File: src/rtl/mmu_controller_pkg.sv
// Shared types and constants for the 2x2 systolic matrix-multiply controller.
package mmu_pkg;

    localparam int DATA_W_DEF   = 8;
    localparam int CAP_OFF_COL0 = 2;
    localparam int CAP_OFF_COL1 = 3;

    typedef enum logic [1:0] {
        IDLE   = 2'd0,
        LOAD_W = 2'd1,
        STREAM = 2'd2,
        DONE   = 2'd3
    } mmu_ctrl_state_e;

    function automatic logic [15:0] sat_inc16(input logic [15:0] v);
        return (v == 16'hFFFF) ? v : v + 16'd1;
    endfunction

endpackage

File: src/rtl/mmu_controller_if.sv
// Controller-to-mmu bus; the controller is the only master.
interface mmu_controller_if
    import mmu_pkg::*;
#(
    parameter int DATA_W = DATA_W_DEF
);
    logic              load_weight;
    logic              valid;
    logic [DATA_W-1:0] a_in1;
    logic [DATA_W-1:0] a_in2;
    logic [DATA_W-1:0] weight1;
    logic [DATA_W-1:0] weight2;
    logic [DATA_W-1:0] weight3;
    logic [DATA_W-1:0] weight4;
    logic [DATA_W-1:0] acc_out1;
    logic [DATA_W-1:0] acc_out2;

    modport master (
        output load_weight, valid, a_in1, a_in2,
        output weight1, weight2, weight3, weight4,
        input  acc_out1, acc_out2
    );

    modport slave (
        input  load_weight, valid, a_in1, a_in2,
        input  weight1, weight2, weight3, weight4,
        output acc_out1, acc_out2
    );
endinterface

File: src/rtl/mmu_controller_skew.sv
// One-stage register with synchronous clear; delays X column 1 by a cycle for the skew.
module mmu_skew_delay #(
    parameter int DATA_W = 8
) (
    input  logic              clk,
    input  logic              reset,
    input  logic              clr,
    input  logic [DATA_W-1:0] d,
    output logic [DATA_W-1:0] q
);
    logic [DATA_W-1:0] q_q;
    logic [DATA_W-1:0] q_d;

    // next value: cleared outside streaming so the first skewed slot is zero
    always_comb begin
        if (clr) begin
            q_d = '0;
        end else begin
            q_d = d;
        end
    end

    // delay register
    always_ff @(posedge clk or posedge reset) begin
        if (reset) begin
            q_q <= '0;
        end else begin
            q_q <= q_d;
        end
    end

    assign q = q_q;
endmodule

File: src/rtl/mmu_controller.sv
// Sequencer for the 2x2 weight-stationary mmu: latches X/W, streams skewed rows, captures C.
// Optional build macro MMU_CTRL_PERF_EN adds a 16-bit cycle_count output.
module mmu_controller
    import mmu_pkg::*;
#(
    parameter int DATA_W = DATA_W_DEF,
    parameter int ROWS   = 2
) (
    input  logic                       clk,
    input  logic                       reset,
`ifdef MMU_CTRL_PERF_EN
    output logic [15:0]                cycle_count,
`endif
    input  logic                       start,
    input  logic [ROWS*2*DATA_W-1:0]   x_mat,
    input  logic [4*DATA_W-1:0]        w_mat,
    output logic                       busy,
    output logic                       done,
    output logic [ROWS*2*DATA_W-1:0]   c_mat,
    mmu_controller_if.master           mmu
);
    localparam int CNT_W = $clog2(ROWS + 3);
    localparam int XW    = ROWS * 2 * DATA_W;

    localparam logic [1:0] ST_IDLE   = 2'(IDLE);
    localparam logic [1:0] ST_LOAD_W = 2'(LOAD_W);
    localparam logic [1:0] ST_STREAM = 2'(STREAM);
    localparam logic [1:0] ST_DONE   = 2'(DONE);

    logic [1:0]          state_q, state_d;
    logic [CNT_W-1:0]    s_q, s_d;
    logic [XW-1:0]       x_q, x_d;
    logic [XW-1:0]       c_q, c_d;
    logic [4*DATA_W-1:0] w_q, w_d;
    logic                ready_q, ready_d;
    logic                accept_s;
    logic                in_stream_s;
    logic [DATA_W-1:0]   a1_s;
    logic [DATA_W-1:0]   skew_in_s;
    logic [DATA_W-1:0]   skew_out_s;

    // ready_q blocks a start coinciding with the first edge after reset release
    assign ready_d     = 1'b1;
    assign accept_s    = start && ready_q && (state_q == ST_IDLE);
    assign in_stream_s = (state_q == ST_STREAM);

    // FSM, stream counter and operand latches
    always_comb begin
        state_d = state_q;
        s_d     = s_q;
        x_d     = x_q;
        w_d     = w_q;
        case (state_q)
            ST_IDLE: begin
                if (accept_s) begin
                    state_d = ST_LOAD_W;
                    x_d     = x_mat;
                    w_d     = w_mat;
                end else begin
                    state_d = ST_IDLE;
                end
            end
            ST_LOAD_W: begin
                state_d = ST_STREAM;
                s_d     = '0;
            end
            ST_STREAM: begin
                if (s_q == CNT_W'(ROWS + 2)) begin
                    state_d = ST_DONE;
                end else begin
                    s_d = s_q + CNT_W'(1);
                end
            end
            ST_DONE: begin
                state_d = ST_IDLE;
            end
            default: begin
                state_d = ST_IDLE;
            end
        endcase
    end

    // row selection for a_in1 and the skew register input; capture of mmu results
    always_comb begin
        a1_s      = '0;
        skew_in_s = '0;
        c_d       = c_q;
        for (int k = 0; k < ROWS; k++) begin
            a1_s      = (in_stream_s && s_q == CNT_W'(k)) ? x_q[(2*k)*DATA_W +: DATA_W] : a1_s;
            skew_in_s = (in_stream_s && s_q == CNT_W'(k)) ? x_q[(2*k+1)*DATA_W +: DATA_W] : skew_in_s;
            c_d[(2*k)*DATA_W +: DATA_W] = (in_stream_s && s_q == CNT_W'(k + CAP_OFF_COL0))
                                        ? mmu.acc_out1 : c_d[(2*k)*DATA_W +: DATA_W];
            c_d[(2*k+1)*DATA_W +: DATA_W] = (in_stream_s && s_q == CNT_W'(k + CAP_OFF_COL1))
                                          ? mmu.acc_out2 : c_d[(2*k+1)*DATA_W +: DATA_W];
        end
    end

    // state registers
    always_ff @(posedge clk or posedge reset) begin
        if (reset) begin
            state_q <= ST_IDLE;
            s_q     <= '0;
            x_q     <= '0;
            w_q     <= '0;
            c_q     <= '0;
            ready_q <= 1'b0;
        end else begin
            state_q <= state_d;
            s_q     <= s_d;
            x_q     <= x_d;
            w_q     <= w_d;
            c_q     <= c_d;
            ready_q <= ready_d;
        end
    end

    mmu_skew_delay #(.DATA_W(DATA_W)) u_skew (
        .clk   (clk),
        .reset (reset),
        .clr   (!in_stream_s),
        .d     (skew_in_s),
        .q     (skew_out_s)
    );

    assign mmu.load_weight = (state_q == ST_LOAD_W);
    assign mmu.valid       = in_stream_s;
    assign mmu.a_in1       = a1_s;
    assign mmu.a_in2       = in_stream_s ? skew_out_s : '0;
    assign mmu.weight1     = w_q[0*DATA_W +: DATA_W];
    assign mmu.weight2     = w_q[1*DATA_W +: DATA_W];
    assign mmu.weight3     = w_q[2*DATA_W +: DATA_W];
    assign mmu.weight4     = w_q[3*DATA_W +: DATA_W];
    assign busy            = (state_q != ST_IDLE);
    assign done            = (state_q == ST_DONE);
    assign c_mat           = c_q;

`ifdef MMU_CTRL_PERF_EN
    logic [15:0] perf_q, perf_d;

    // the accept cycle counts as 1 so DONE reads ROWS+5; frozen from DONE on
    always_comb begin
        if (accept_s) begin
            perf_d = 16'd1;
        end else if (state_q == ST_LOAD_W || state_q == ST_STREAM) begin
            perf_d = sat_inc16(perf_q);
        end else begin
            perf_d = perf_q;
        end
    end

    // performance counter register
    always_ff @(posedge clk or posedge reset) begin
        if (reset) begin
            perf_q <= 16'd0;
        end else begin
            perf_q <= perf_d;
        end
    end

    assign cycle_count = perf_q;
`endif
endmodule

File: src/flat_wrapper.sv
// flat-port wrapper written by rule: the top's interface ports become plain ports
module mmu_controller_flat import mmu_pkg::*;
#(
    parameter int DATA_W = DATA_W_DEF,
    parameter int ROWS   = 2
)
  (clk, reset, start, x_mat, w_mat, busy, done, c_mat, mmu_load_weight, mmu_valid, mmu_a_in1, mmu_a_in2, mmu_weight1, mmu_weight2, mmu_weight3, mmu_weight4, mmu_acc_out1, mmu_acc_out2);
  mmu_controller_if #(.DATA_W(DATA_W)) mmu_i ();
  input  logic clk;
  input  logic reset;
  input  logic start;
  input  logic [ROWS*2*DATA_W-1:0] x_mat;
  input  logic [4*DATA_W-1:0] w_mat;
  output logic busy;
  output logic done;
  output logic [ROWS*2*DATA_W-1:0] c_mat;
  output wire logic [$bits(mmu_i.load_weight)-1:0] mmu_load_weight;
  output wire logic [$bits(mmu_i.valid)-1:0] mmu_valid;
  output wire logic [$bits(mmu_i.a_in1)-1:0] mmu_a_in1;
  output wire logic [$bits(mmu_i.a_in2)-1:0] mmu_a_in2;
  output wire logic [$bits(mmu_i.weight1)-1:0] mmu_weight1;
  output wire logic [$bits(mmu_i.weight2)-1:0] mmu_weight2;
  output wire logic [$bits(mmu_i.weight3)-1:0] mmu_weight3;
  output wire logic [$bits(mmu_i.weight4)-1:0] mmu_weight4;
  input wire logic [$bits(mmu_i.acc_out1)-1:0] mmu_acc_out1;
  input wire logic [$bits(mmu_i.acc_out2)-1:0] mmu_acc_out2;
  assign mmu_load_weight = mmu_i.load_weight;
  assign mmu_valid = mmu_i.valid;
  assign mmu_a_in1 = mmu_i.a_in1;
  assign mmu_a_in2 = mmu_i.a_in2;
  assign mmu_weight1 = mmu_i.weight1;
  assign mmu_weight2 = mmu_i.weight2;
  assign mmu_weight3 = mmu_i.weight3;
  assign mmu_weight4 = mmu_i.weight4;
  assign mmu_i.acc_out1 = mmu_acc_out1;
  assign mmu_i.acc_out2 = mmu_acc_out2;
  mmu_controller #(.DATA_W(DATA_W), .ROWS(ROWS)) u_core (.clk(clk), .reset(reset), .start(start), .x_mat(x_mat), .w_mat(w_mat), .busy(busy), .done(done), .c_mat(c_mat), .mmu(mmu_i));
endmodule
File: config.mk
export PLATFORM = sky130hd
export DESIGN_NAME = mmu_controller_flat
export DESIGN_NICKNAME = d
export VERILOG_FILES = /design/src/rtl/mmu_controller_pkg.sv /design/src/rtl/mmu_controller_if.sv /design/src/rtl/mmu_controller_skew.sv /design/src/rtl/mmu_controller.sv /design/src/flat_wrapper.sv
export SDC_FILE = /design/constraint.sdc
export NUM_CORES = 1
export LEC_CHECK = 0
export ABC_AREA = 1
export ABC_CLOCK_PERIOD_IN_PS = 4850
export CAP_MARGIN = 40
export CORE_UTILIZATION = 45
export DETAILED_ROUTE_END_ITERATION = 7
export PLACE_DENSITY_LB_ADDON = 0.1
export SYNTH_ARGS = -nofsm -noshare
export SYNTH_HDL_FRONTEND = slang
export SYNTH_SLANG_ARGS = --single-unit
export TNS_END_PERCENT = 10
File: constraint.sdc
create_clock -name clk -period 4.85 [get_ports clk]
set_input_delay 0.7275 -clock clk [delete_from_list [all_inputs] [get_ports clk]]
set_output_delay 0.7275 -clock clk [all_outputs]
set_load 0.03 [all_outputs]
### Word level (Yosys, flattened, before mapping)

Index checks and enable logic that the tools add are counted.

* flip-flop bits (word level): 110
* input port bits: 83
* output and inout port bits: 84
* logic and storage cells: 43

* add/sub/neg operators: 1
* equal/unequal tests: 9
* multiplexer cells: 11
* reduce and logical (&&, ||, !) cells: 13

Operator list (number)
* $mux W8: 6
* $pmux W2 S4: 1
* $logic_and A1 B1 Y1: 7
* $eq A3 B2 Y1 const B: 2
* $pmux W3 S2: 1
* $eq A2 B2 Y1 const B: 2
* $ne A2 B2 Y1 const B: 2
* $reduce_and A2 Y1: 2
* $reduce_bool A2 Y1: 2
* $add A3 B1 Y3 const B: 1
* $eq A3 B1 Y1 const B: 1
* $eq A3 B3 Y1 const B: 1
* $logic_not A3 Y1: 1
* $mux W3: 1
* $eq A2 B1 Y1 const B: 1
* $logic_not A2 Y1: 1
* $mux W2: 1
* $mux W1: 1

### Logic depth before layout (Yosys ltp)

* word-level depth: 5
* depth in mapped cells: 7
* mapped depth without buffers: 7

### Hierarchy

Synthesis repeated with hierarchy kept, for this count alone.

* cell total of the unflattened synthesis: 535
* area total of the unflattened synthesis: 4852.2 µm²

By module, submodules not included
* mmu_controller: instances 1, cells an instance 509, area each 4576.9 µm², sequential area each 2552.4 µm²
* mmu_skew_delay: instances 1, cells an instance 26, area each 275.3 µm², sequential area each 200.2 µm²

### Least setup slack after synthesis

OpenSTA, ideal clock, no wires.

* path type: register to output
* start point: register u_core.state_q[0]
* end point: output mmu_a_in1[0]
* arrival: 1977 ps
* path slack: 2145 ps
* stages on the path, launching flop included: 6
* cell sequence: dfrtp_1 inv_1 ha_1 nand3_1 clkbuf_1 o21ai_0

* word-level cells in the longest chain between the ends: 4
* elaborated cells on any way between the ends: 5

RTL lines
* from (decl): line mmu_controller.sv:30 `logic [1:0] state_q, state_d;`
* from (signal assigned): line mmu_controller.sv:108 `state_q <= state_d;`
* $eq A2 B2 Y1 (*): line mmu_controller.sv:45 `assign in_stream_s = (state_q == ST_STREAM);`
* via mmu_valid: line flat_wrapper.sv:18 `output wire logic [$bits(mmu_i.valid)-1:0] mmu_valid;`
* $logic_and A1 B1 Y1: line mmu_controller.sv:89 `a1_s = (in_stream_s && s_q == CNT_W'(k)) ? x_q[(2*k)*DATA_W +: DATA_W] : a1_s;`
* $mux W8: line mmu_controller.sv:89
* $mux W8 (*): line mmu_controller.sv:89
* to (decl): line flat_wrapper.sv:19 `output wire logic [$bits(mmu_i.a_in1)-1:0] mmu_a_in1;`

Mark *: on every way through the listed nets, which the timed path passes. The rest lies on a longest branch.

### Worst setup path in the final report

* start point: register u_core.s_q[1]
* end point: output mmu_a_in1[7]

* word-level cells in the longest chain between the ends: 4
* elaborated cells on any way between the ends: 6

RTL lines
* from (decl): line mmu_controller.sv:31 `logic [CNT_W-1:0] s_q, s_d;`
* from (signal assigned): line mmu_controller.sv:102 `s_q <= '0;`
* from (signal assigned): line mmu_controller.sv:109 `s_q <= s_d;`
* $logic_not A3 Y1: line mmu_controller.sv:89
* $logic_and A1 B1 Y1: line mmu_controller.sv:89
* $mux W8: line mmu_controller.sv:89
* $mux W8 (*): line mmu_controller.sv:89

Every way passes the cells marked *; elsewhere a longest branch is shown, timed or not.

==> results.toml <==
[clocking]
cts-htree-levels = 3
cts_tree = "built"
ctsLongestPathBuffers = 2
cts_num_sinks = 110
cts_root_buffer = "clkbuf_8"
cts.hold.buffers_added = 0
postCtsSetupRepairBufs = 0
cts_made_buffers = 9
clk-insertion-delay-late_ns = 0.36
ctsResizeCount = 0
clk_pin_slew_ns = 0.09

[cells_and_area]
nFillCells = 877
drive_above_1_share = 0.0354
postLayoutCellArea_mm2 = 0.00659
syn_to_final_growth_pct = 43.9
diodes = 0
nets = 765

[global_route]
grt_start_max_net_pins = 92
grt_pass1_vias = 3602
grtUsageTotal = 0.210
grt_pass1_wl_mm = 17.0
overflow = 0
antenna_found_initial = 0

[detailed_routing]
via_per_inst = 4.61
wl_per_cell_um = 13.1
vias = 3739
drc = 0
first_iter_violations = 121
firstDrtPassIters = 5
drt-total-wl_mm = 10.6
antenna_left = 0

[yosys]
synthArstFlopShare = 1.00
synth-main-ff-cell = "dfrtp_1"
synth_cells = 518
avgSynthCellArea_um2 = 8.83
synth_edf_count = 0
netlist_top_cells_area = "dfrtp_1, o21ai_0, nand2_1"
yosys_warnings = 0
synth.most_common_cell = "nand2_1"
yosysSeqAreaShare = 0.602
synth_nets = 610
synth_top_area_cell = "dfrtp_1"
synth_top_area_share = 0.602
ys_ff_latch = 110
synth_common_cells = "nand2_1, o21ai_0, dfrtp_1, inv_1, nand4_1"
syn_area_mm2 = 0.00458
ys_types = 13

[sta]
setup_violations = 0
slew_headroom = 0.605
fin_setup_tns_ns = 0
max_freq_ghz = 0.288
finalHoldViolCount = 0
grt_setup_unrepaired = "false"
holdWs_ns = 0.492
drv_slew = 0
fin_crit_sh = 0.716
period_needed_ns = 3.47
finClkSkew_ns = 0.0131
worst_pin_slew_ns = 0.593

[worst_setup_path]
critPathLaunch = "u_core.s_q[1]"
ff2ff_setup_slack_ns = 2.90
arrival_ns = 2.75
cp-start-kind = "flip-flop"
r2r_start = "u_core.state_q[0]"
reg2reg_depth = 6
worst-setup-path-type = "reg -> out"
cp_max_fo = 17
crit_end = "mmu_a_in1[7]"
reg2reg_to = "u_core.c_mat[30]"
crit_required_ns = 4.12
crit_path_end_kind = "primary output"

[placement]
gp_congestion = 0.788
portBuffers = 166
hpwl_mm = 7.52
placed_area_mm2 = 0.00637

[flow_run]
maxCapViolations = 0

[worst_hold_path]
hp-class = "reg -> reg"

[pwr]
vdd_drop_max_mv = 0.313
p_per_area_mw_per_mm2 = 655
p_leak_nw = 3.30

[die]
die_area_mm2 = 0.0106
row_count = 36
start_util = 0.466
die_x_um = 103
core_area_mm2 = 0.00982
fp.dieH_um = 103
io_pins = 167

[status]
status = "completed"
registers in the layout (all words and copies together), names as in the netlist:
register	count
u_core.x_q	32
u_core.u_skew.q	8
u_core.ready_q	1
u_core.s_q	3
u_core.c_mat	32
u_core.w_q	32
u_core.state_q	2
through the flow:
step | setup slack, ns | util | std cells | total power [mW]
finish | 1.38 | 0.671 | 811 | 4.31
global placement | 1.87 | 0.644 | 793 | 3.69
CTS | 1.33 | 0.671 | 811 | 4.35
detailed placement | 1.74 | 0.649 | 795 | 3.77
global route | 1.17 | 0.671 | 811 | 4.61
floorplan | 1.22 | - | 518 | 2.84
worst max-delay path: stages, from the launching register on:
cell and delay [ns]:
dfrtp_1 0.40, inv_1 0.09, ha_1 0.39, inv_1 0.47, nand2_1 0.09, o21ai_0 0.22, clkdlybuf4s50_1 0.73
cell type report:
cell class                 count  area, µm²  share of cell area
tap                          133        166              0.0253
timing repair buffer         171       1740               0.264
clock inverter                 4       55.1             0.00836
clock buffer                  12        155              0.0236
multi-input combinational    282       1340               0.204
sequential                   110       2750               0.418
inverter                      99        374              0.0568
cells by family (layout without fill, tap and decap cells):
group,after synthesis,in the layout,share of synthesized area
simple gates,159,159,0.142
buf+inv,126,286,0.108
compound gates,113,113,0.124
flops,110,110,0.602
fa+ha+maj,9,9,0.0246
other cells,1,1,0.000820
report_power, final:
| part | internal [mW] | switching [mW] |
|---|---|---|
| Sequential | 1.36 | 0.263 |
| Combinational | 0.841 | 1.27 |
| Clock | 0.270 | 0.301 |
metal layers:
layer,vias up,part of all wire,global-route usage
met1,1702,0.41,0.259
li1,1905,-,-
met5,-,0,0
met4,0,0.012,0.0704
met2,121,0.50,0.354
met3,11,0.077,0.0644
worst min path at each step:
stage | cells past startpoint | start | slack [ns] | to
6_report | 2 | u_core.w_q[12] | 0.49 | u_core.w_q[12]
3_3_place_gp | 2 | u_core.w_q[10] | 0.46 | u_core.w_q[10]
3_5_place_dp | 2 | u_core.w_q[12] | 0.47 | u_core.w_q[12]
2_1_floorplan | 2 | u_core.x_q[31] | 0.45 | u_core.x_q[31]
5_1_grt | 2 | u_core.x_q[14] | 0.51 | u_core.x_q[14]
4_1_cts | 2 | u_core.w_q[12] | 0.49 | u_core.w_q[12]
layout by cell type (no fill, tap or decap):
master,n
bufinv_16,1
clkbuf_1,1
clkbuf_8,11
buf_4,3
ha_1,9
o21ai_0,113
nand3_4,1
nand3_1,6
nand2_2,1
clkdlybuf4s50_1,166
inv_1,97
nand2_1,135
nand4_1,16
conb_1,1
inv_2,1
clkinv_4,2
clkinvlp_4,1
inv_4,1
buf_16,2
dfrtp_1,110
Note: power is estimated with default switching activity, not from simulation.
